**src/rtl/seq_row_multiplier.sv**
```systemverilog
// Multi-cycle WIDTH x WIDTH multiplier, signed or unsigned, reusing one bank of BITS_PER_CYCLE partial-product rows.
// Latency: K = WIDTH/BITS_PER_CYCLE edges from acceptance to out_valid; in_ready only while idle, result held until out_ready.
module seq_row_multiplier #(
    parameter int WIDTH          = 4,
    parameter int BITS_PER_CYCLE = 2
) (
    input  logic                 clk,
    input  logic                 rst,
    input  logic                 in_valid,
    output logic                 in_ready,
    input  logic [WIDTH-1:0]     m,
    input  logic [WIDTH-1:0]     q,
    input  logic                 is_signed,
    output logic                 out_valid,
    input  logic                 out_ready,
    output logic [2*WIDTH-1:0]   product
);
    localparam int K  = WIDTH / BITS_PER_CYCLE;
    localparam int CW = (K > 1) ? $clog2(K) : 1;

    localparam logic [1:0] S_IDLE = 2'd0;
    localparam logic [1:0] S_RUN  = 2'd1;
    localparam logic [1:0] S_DONE = 2'd2;

    logic [1:0]           state_q, state_d;
    logic [2*WIDTH-1:0]   m_sh_q, m_sh_d;
    logic [WIDTH-1:0]     q_sr_q, q_sr_d;
    logic [2*WIDTH-1:0]   acc_q, acc_d;
    logic [CW-1:0]        cnt_q, cnt_d;
    logic                 neg_q, neg_d;
    logic [2*WIDTH-1:0]   product_q, product_d;

    logic                 m_neg, q_neg;
    logic [WIDTH-1:0]     m_abs, q_abs;
    logic [2*WIDTH-1:0]   pp_sum, acc_sum;

    always_comb begin
        m_neg = is_signed & m[WIDTH-1];
        q_neg = is_signed & q[WIDTH-1];
        // Unsigned WIDTH-bit magnitude keeps -2^(WIDTH-1) exact
        m_abs = m_neg ? (~m + 1'b1) : m;
        q_abs = q_neg ? (~q + 1'b1) : q;

        // The multiplicand is kept pre-shifted to the current offset
        pp_sum = '0;
        for (int j = 0; j < BITS_PER_CYCLE; j++) begin
            if (q_sr_q[j]) begin
                pp_sum = pp_sum + (m_sh_q << j);
            end
        end
        acc_sum = acc_q + pp_sum;

        state_d   = state_q;
        m_sh_d    = m_sh_q;
        q_sr_d    = q_sr_q;
        acc_d     = acc_q;
        cnt_d     = cnt_q;
        neg_d     = neg_q;
        product_d = product_q;

        case (state_q)
            S_IDLE: begin
                if (in_valid) begin
                    neg_d   = m_neg ^ q_neg;
                    m_sh_d  = {{WIDTH{1'b0}}, m_abs};
                    q_sr_d  = q_abs;
                    acc_d   = '0;
                    cnt_d   = '0;
                    state_d = S_RUN;
                end
            end
            S_RUN: begin
                acc_d  = acc_sum;
                m_sh_d = m_sh_q << BITS_PER_CYCLE;
                q_sr_d = q_sr_q >> BITS_PER_CYCLE;
                cnt_d  = cnt_q + 1'b1;
                if (cnt_q == CW'(K - 1)) begin
                    product_d = neg_q ? (~acc_sum + 1'b1) : acc_sum;
                    state_d   = S_DONE;
                end
            end
            S_DONE: begin
                if (out_ready) begin
                    state_d = S_IDLE;
                end
            end
            default: state_d = S_IDLE;
        endcase
    end

    always_ff @(posedge clk or posedge rst) begin
        if (rst) begin
            state_q   <= S_IDLE;
            m_sh_q    <= '0;
            q_sr_q    <= '0;
            acc_q     <= '0;
            cnt_q     <= '0;
            neg_q     <= 1'b0;
            product_q <= '0;
        end else begin
            state_q   <= state_d;
            m_sh_q    <= m_sh_d;
            q_sr_q    <= q_sr_d;
            acc_q     <= acc_d;
            cnt_q     <= cnt_d;
            neg_q     <= neg_d;
            product_q <= product_d;
        end
    end

    assign in_ready  = (state_q == S_IDLE);
    assign out_valid = (state_q == S_DONE);
    assign product   = product_q;

endmodule

```
**config.mk**
```make
export PLATFORM = sky130hd
export DESIGN_NAME = seq_row_multiplier
export DESIGN_NICKNAME = d
export VERILOG_FILES = /design/src/rtl/seq_row_multiplier.sv
export SDC_FILE = /design/constraint.sdc
export NUM_CORES = 1
export LEC_CHECK = 0
export ABC_AREA = 1
export CAP_MARGIN = 40
export CORE_MARGIN = 5
export CORE_UTILIZATION = 47
export DETAILED_ROUTE_END_ITERATION = 16
export PLACE_DENSITY = 0.71
export SYNTH_ARGS = -nofsm -noshare
export SYNTH_HDL_FRONTEND = slang
export SYNTH_SLANG_ARGS = --single-unit
```
**constraint.sdc**
```tcl
create_clock -name clk -period 3.05 [get_ports clk]
set_input_delay 0.305 -clock clk [delete_from_list [all_inputs] [get_ports clk]]
set_output_delay 0.305 -clock clk [all_outputs]
set_load 0.01 [all_outputs]
```
* Word level (Yosys, flattened, before mapping)
Cells that the tools add are included.
** Storage, ports and cells
- Register bits :: 32
- Input bits :: 13
- Output and inout bits :: 10
- Word-level logic and storage cells :: 47
** Operators by class
- Add/sub/neg operators :: 6
- Equal/unequal tests :: 5
- Mux-type cells :: 17
- Bitwise gates (word level) :: 6
- Reductions and logical operators :: 6
** Operators by type and width (number)
- two-way mux 8 bit :: 5
- case mux 8 bit (2 select lines) :: 2
- adder 8 bit :: 2
- two-way mux 4 bit :: 3
- adder 4 x 1 -> 4 bit, second input constant :: 2
- adder 8 x 1 -> 8 bit, second input constant :: 1
- inverter 4 bit :: 2
- inverter 8 bit :: 1
- case mux 4 bit (2 select lines) :: 1
- two-way mux 2 bit :: 3
- case mux 2 bit (3 select lines) :: 1
- AND reduction 2 bit :: 3
- inequality test 2 bit, second input constant :: 2
- AND reduction 3 bit :: 1
- AND 1 bit :: 2
- equality test 2 x 1 -> 1 bit, second input constant :: 1
- equality test 2 bit, second input constant :: 1
- zero test 2 bit :: 1
- inequality test 2 x 1 -> 1 bit, second input constant :: 1
- case mux 1 bit (2 select lines) :: 1
- nonzero test 2 bit :: 1
- adder 1 bit, second input constant :: 1
- two-way mux 1 bit :: 1
- XOR 1 bit :: 1

* Logic depth before layout (Yosys ltp)
- Word-level depth :: 7
- Mapped depth :: 23
- Depth with buffers taken out :: 22

* Worst setup path before layout
No wires, ideal clock.
- Path kind :: reg-to-reg
- Start point :: reg q_sr_q[0]
- End point :: reg product_q[7], in the netlist product[7]
- Setup time :: 117 ps
- Data arrival time :: 2783 ps
- Data required time :: 2933 ps
- Setup slack :: 149 ps
- Stages on the path, launching flop included :: 20
- Buffers on the path :: 1
- Clock period less this slack :: 2901 ps
- Cells stage by stage :: dfrtp_1 > buf_6 > nand2_1 > inv_1 > ha_1 > inv_1 > fa_1 > xor2_1 > o21ai_0 > ha_1 > a21oi_2 > nand2_1 > xnor2_2 > nand2_1 > nor2_1 > a31oi_1 > inv_1 > nand2_1 > nand3_1 > nand2_1
** Between the ends
- Cells in the longest elaborated chain, start to end :: 7
** Ends and longest elaborated chain
- from (decl) :: line 27 : logic [WIDTH-1:0] q_sr_q, q_sr_d;
- from (signal assigned) :: line 103 : q_sr_q <= q_sr_d;
- two-way mux 8 bit (*) :: line 47 : if (q_sr_q[j]) begin
- adder 8 bit :: line 48 : pp_sum = pp_sum + (m_sh_q << j);
- two-way mux 8 bit (*) :: line 47
- adder 8 bit (*) :: line 51 : acc_sum = acc_q + pp_sum;
- inverter 8 bit :: line 78 : product_d = neg_q ? (~acc_sum + 1'b1) : acc_sum;
- adder 8 x 1 -> 8 bit :: line 78
- two-way mux 8 bit (*) :: line 78
- to (signal assigned) :: line 107 : product_q <= product_d;
- to (decl) :: line 31 : logic [2*WIDTH-1:0] product_q, product_d;
Every way passes the cells marked *; elsewhere a longest branch is shown, timed or not.
A chain may end at the register's enable or synchronous reset.

* Final worst setup path
- Start point :: reg m_sh_q[1]
- End point :: reg product_q[6], in the netlist product[6]
** Between the ends
- Cells in the longest elaborated chain, start to end :: 7
** Ends and longest elaborated chain
- from (decl) :: line 26 : logic [2*WIDTH-1:0] m_sh_q, m_sh_d;
- from (signal assigned) :: line 102 : m_sh_q <= m_sh_d;
- two-way mux 8 bit :: line 47
- adder 8 bit :: line 48
- two-way mux 8 bit (*) :: line 47
- adder 8 bit (*) :: line 51
- inverter 8 bit :: line 78
- adder 8 x 1 -> 8 bit :: line 78
- two-way mux 8 bit (*) :: line 78
Marked as above.

==> results.sh <==
export IMPL_power_uw=2960
export IMPL_cts_made_buffers=5
export IMPL_layout_commonest_cell="sky130_fd_sc_hd__nand2_1"
export IMPL_finalNetCount=368
export IMPL_first_iter_violations=176
export IMPL_fin_crit_sh_pct=96.3
export IMPL_ios=23
export IMPL_initial_utilization_pct=49.4
export IMPL_num_antenna_cells=0
export IMPL_detailed_place_area_um2=2590
export IMPL_die_y_um=78.4
export IMPL_critical_path_endpoint_type="register"
export IMPL_critical_path_required_ps=3230
export IMPL_portBuffers=22
export IMPL_flip_flop_and_latch_area_um2=801
export IMPL_post_synth_edffs=0
export IMPL_floorplan_die_width_um=78.4
export IMPL_cts_hold_fix_buffers=0
export IMPL_final_max_slew_viol_count=0
export IMPL_holdCritPathClass="in -> async"
export IMPL_drive_gt1_share_pct=16.8
export IMPL_clock_path_buffers=2
export IMPL_worst_skew_pair_late_latency_ps=290
export IMPL_clock_fmax_ghz=0.340
export IMPL_synth_seq_area_share_pct=36.5
export IMPL_multiInputGateArea_um2=1280
export IMPL_drtPass1Iterations=4
export IMPL_cap_violations=0
export IMPL_post_route_cell_area_um2=2810
export IMPL_fin_worst_hold_slack_ps=402
export IMPL_post_drt_via_cell_ratio=5.23
export IMPL_p_leak_uw=0.00144
export IMPL_gr_total_overflow=0
export IMPL_cts_htree_levels=2
export IMPL_preCtsSetupSlack_ps=-101
export IMPL_grt_first_pass_wirelength_um=8960
export IMPL_leading_cell_types_in_the_layout_fill_and_taps_excluded="69 x sky130_fd_sc_hd__nand2_1, 48 x sky130_fd_sc_hd__inv_1, 32 x sky130_fd_sc_hd__dfrtp_1"
export IMPL_area_of_the_core_region_um2=4440
export IMPL_clock_skew_ps=5.13
export IMPL_synth_nets=323
export IMPL_finalSetupTns_ps=0
export IMPL_yosysUniqueCellTypes=29
export IMPL_timing_hold_violations_final=0
export IMPL_grt_usage_pct=18.7
export IMPL_synth_ff_latch_count=32
export IMPL_finalWorstSetupSlack_ps=112
export IMPL_highest_net_fanout_along_the_worst_path=6
export IMPL_grt_antenna_before_repair=0
export IMPL_dominant_cells_by_area_after_synthesis="sky130_fd_sc_hd__dfrtp_1 36%, sky130_fd_sc_hd__nand2_1 12%, sky130_fd_sc_hd__inv_1 8.9%, sky130_fd_sc_hd__ha_1 8.5%, sky130_fd_sc_hd__o21ai_0 6.8%"
export IMPL_cts_root_buf="sky130_fd_sc_hd__clkbuf_8"
export IMPL_layout_overhead_on_the_synthesized_area_pct=28.1
export IMPL_synth_top_cell_area_share_pct=36.5
export IMPL_synth_cells=293
export IMPL_drt_wl_total_um=5250
export IMPL_remaining_drc_errors=0
export IMPL_crit_path_kind="reg -> reg"
export IMPL_clock_period_minus_final_worst_setup_slack_ps=2940
export IMPL_powerDensity_nw_per_um2=1050
export IMPL_setup_viol=0
export IMPL_synth_cell_area_um2=2200
export IMPL_hpwlAfterDp_um=4030
export IMPL_fp_dieArea_um2=6140
export IMPL_timing_worst_slew_pin_value_ps=499
export IMPL_max_vdd_ir_drop_uv=543
export IMPL_yosys_warnings=0
export IMPL_cts_tree="yes"
export IMPL_dominantRegCellSynth="sky130_fd_sc_hd__dfrtp_1"
export IMPL_grt_pass1_vias=1884
export IMPL_grt_setup_unrepaired="yes"
export IMPL_clkSlewWorstSetupHoldPaths_ps=70
export IMPL_nFillCells=387
export IMPL_num_rows=24
export IMPL_worstSetupStartpointType="register"
export IMPL_cts_sink_count=32
export IMPL_status="finished, final reports clean"
export IMPL_critical_path_arrival_ps=3120
export IMPL_final_antenna_net_count=0
export IMPL_synth_largest_area_cell="sky130_fd_sc_hd__dfrtp_1"
export IMPL_async_flop_share_pct=100
export IMPL_num_vias=2043
export IMPL_postSynthAreaPerCell_um2=7.49
export IMPL_timing_slew_headroom_pct=66.6
export IMPL_gp_congestion=0.843
export IMPL_grt_max_degree=33
export IMPL_avgRoutedWirePerCell_um=13.4
logic make-up after synthesis:
family | count (synthesis) | synth area share, %
and+or+nand+nor | 116 | 22.2
AOI/OAI and AO/OA | 58 | 15.1
buffers and inverters | 58 | 10.4
DFF | 32 | 36.5
adders and majority gates | 17 | 10.4
xor gates and xnor gates | 12 | 5.47
layout make-up:
type                       instances  share of cell area, %
clock inverter                     1                  0.267
clock buffer                       7                   3.07
tap                               52                   2.31
timing repair buffer              43                   13.4
multi-input combinational        203                   45.4
sequential                        32                   28.5
inverter                          53                   7.07
synth_stat cells (5+ instances only):
master / n
sky130_fd_sc_hd__xor2_1: 5
sky130_fd_sc_hd__o22ai_1: 6
sky130_fd_sc_hd__dfrtp_1: 32
sky130_fd_sc_hd__ha_1: 15
sky130_fd_sc_hd__nor2_1: 10
sky130_fd_sc_hd__o21ai_0: 30
sky130_fd_sc_hd__nand3_1: 25
sky130_fd_sc_hd__inv_1: 52
sky130_fd_sc_hd__a21oi_1: 8
sky130_fd_sc_hd__nand2_1: 71
sky130_fd_sc_hd__xnor2_1: 5
power by group:
part | total, uW | switching [uW] | leakage, uW | internal [uW]
Combinational | 1900 | 1060 | 0.000983 | 831
Clock | 348 | 165 | 0.0000445 | 183
Sequential | 717 | 117 | 0.000416 | 600
Total | 2960 | 1350 | 0.00144 | 1610
state kept, by name (all words and copies together) (netlist names):
register / cells
acc_q: 8
m_sh_q: 8
product: 8
q_sr_q: 4
state_q: 2
cnt_q: 1
neg_q: 1
per-layer routing:
metal | vias up | GRT usage, % | routed length (um)
met4 | 0 | 6.29 | 78
met5 | - | 0 | 0
met2 | 54 | 31.7 | 2580
met3 | 7 | 4.12 | 252
met1 | 937 | 23.6 | 2330
li1 | 1045 | - | -
stage by stage:
step | util, % | instances
detailed placement | 58.2 | 380
global route | 63.3 | 391
global placement | 58.2 | 380
CTS | 60.7 | 389
finish | 63.3 | 391
floorplan | - | 293
path summary, 6_finish.rpt:
path                              end  slack [ps]  depth (start not counted)       start
hold / removal             state_q[1]         400                          3         rst
setup / recovery           product[6]         110                         19   m_sh_q[1]
setup reg to reg           product[6]         110                         19   m_sh_q[1]
min in group clk           product[4]         490                          2  product[4]
hold reg to reg            product[4]         490                          2  product[4]
max in group asynchronous    acc_q[5]        2350                          3         rst
worst max-delay path, stage by stage, from the launching register on:
cell and delay [ps]:
sky130_fd_sc_hd__dfrtp_1 390, sky130_fd_sc_hd__nand2_1 80, sky130_fd_sc_hd__inv_2 50, sky130_fd_sc_hd__ha_4 160
sky130_fd_sc_hd__inv_2 60, sky130_fd_sc_hd__fa_2 420, sky130_fd_sc_hd__o21ai_1 120, sky130_fd_sc_hd__buf_4 120
sky130_fd_sc_hd__ha_2 300, sky130_fd_sc_hd__nand2_1 110, sky130_fd_sc_hd__nand3_2 100, sky130_fd_sc_hd__xnor2_2 160
sky130_fd_sc_hd__buf_4 150, sky130_fd_sc_hd__nand3_1 60, sky130_fd_sc_hd__inv_1 60, sky130_fd_sc_hd__nand3_1 80
sky130_fd_sc_hd__nand2_1 60, sky130_fd_sc_hd__or2_1 230, sky130_fd_sc_hd__nand3_1 70, sky130_fd_sc_hd__nand2_1 60
repair_timing:
action                                  CTS  global route
endpoints found under the setup margin    1             6
hold endpoints to repair                  0             0
resized for setup                         3            28
pin swaps                                 2            14
buffers inserted                          1             2
No activity file was read; power rests on OpenSTA's default activity.
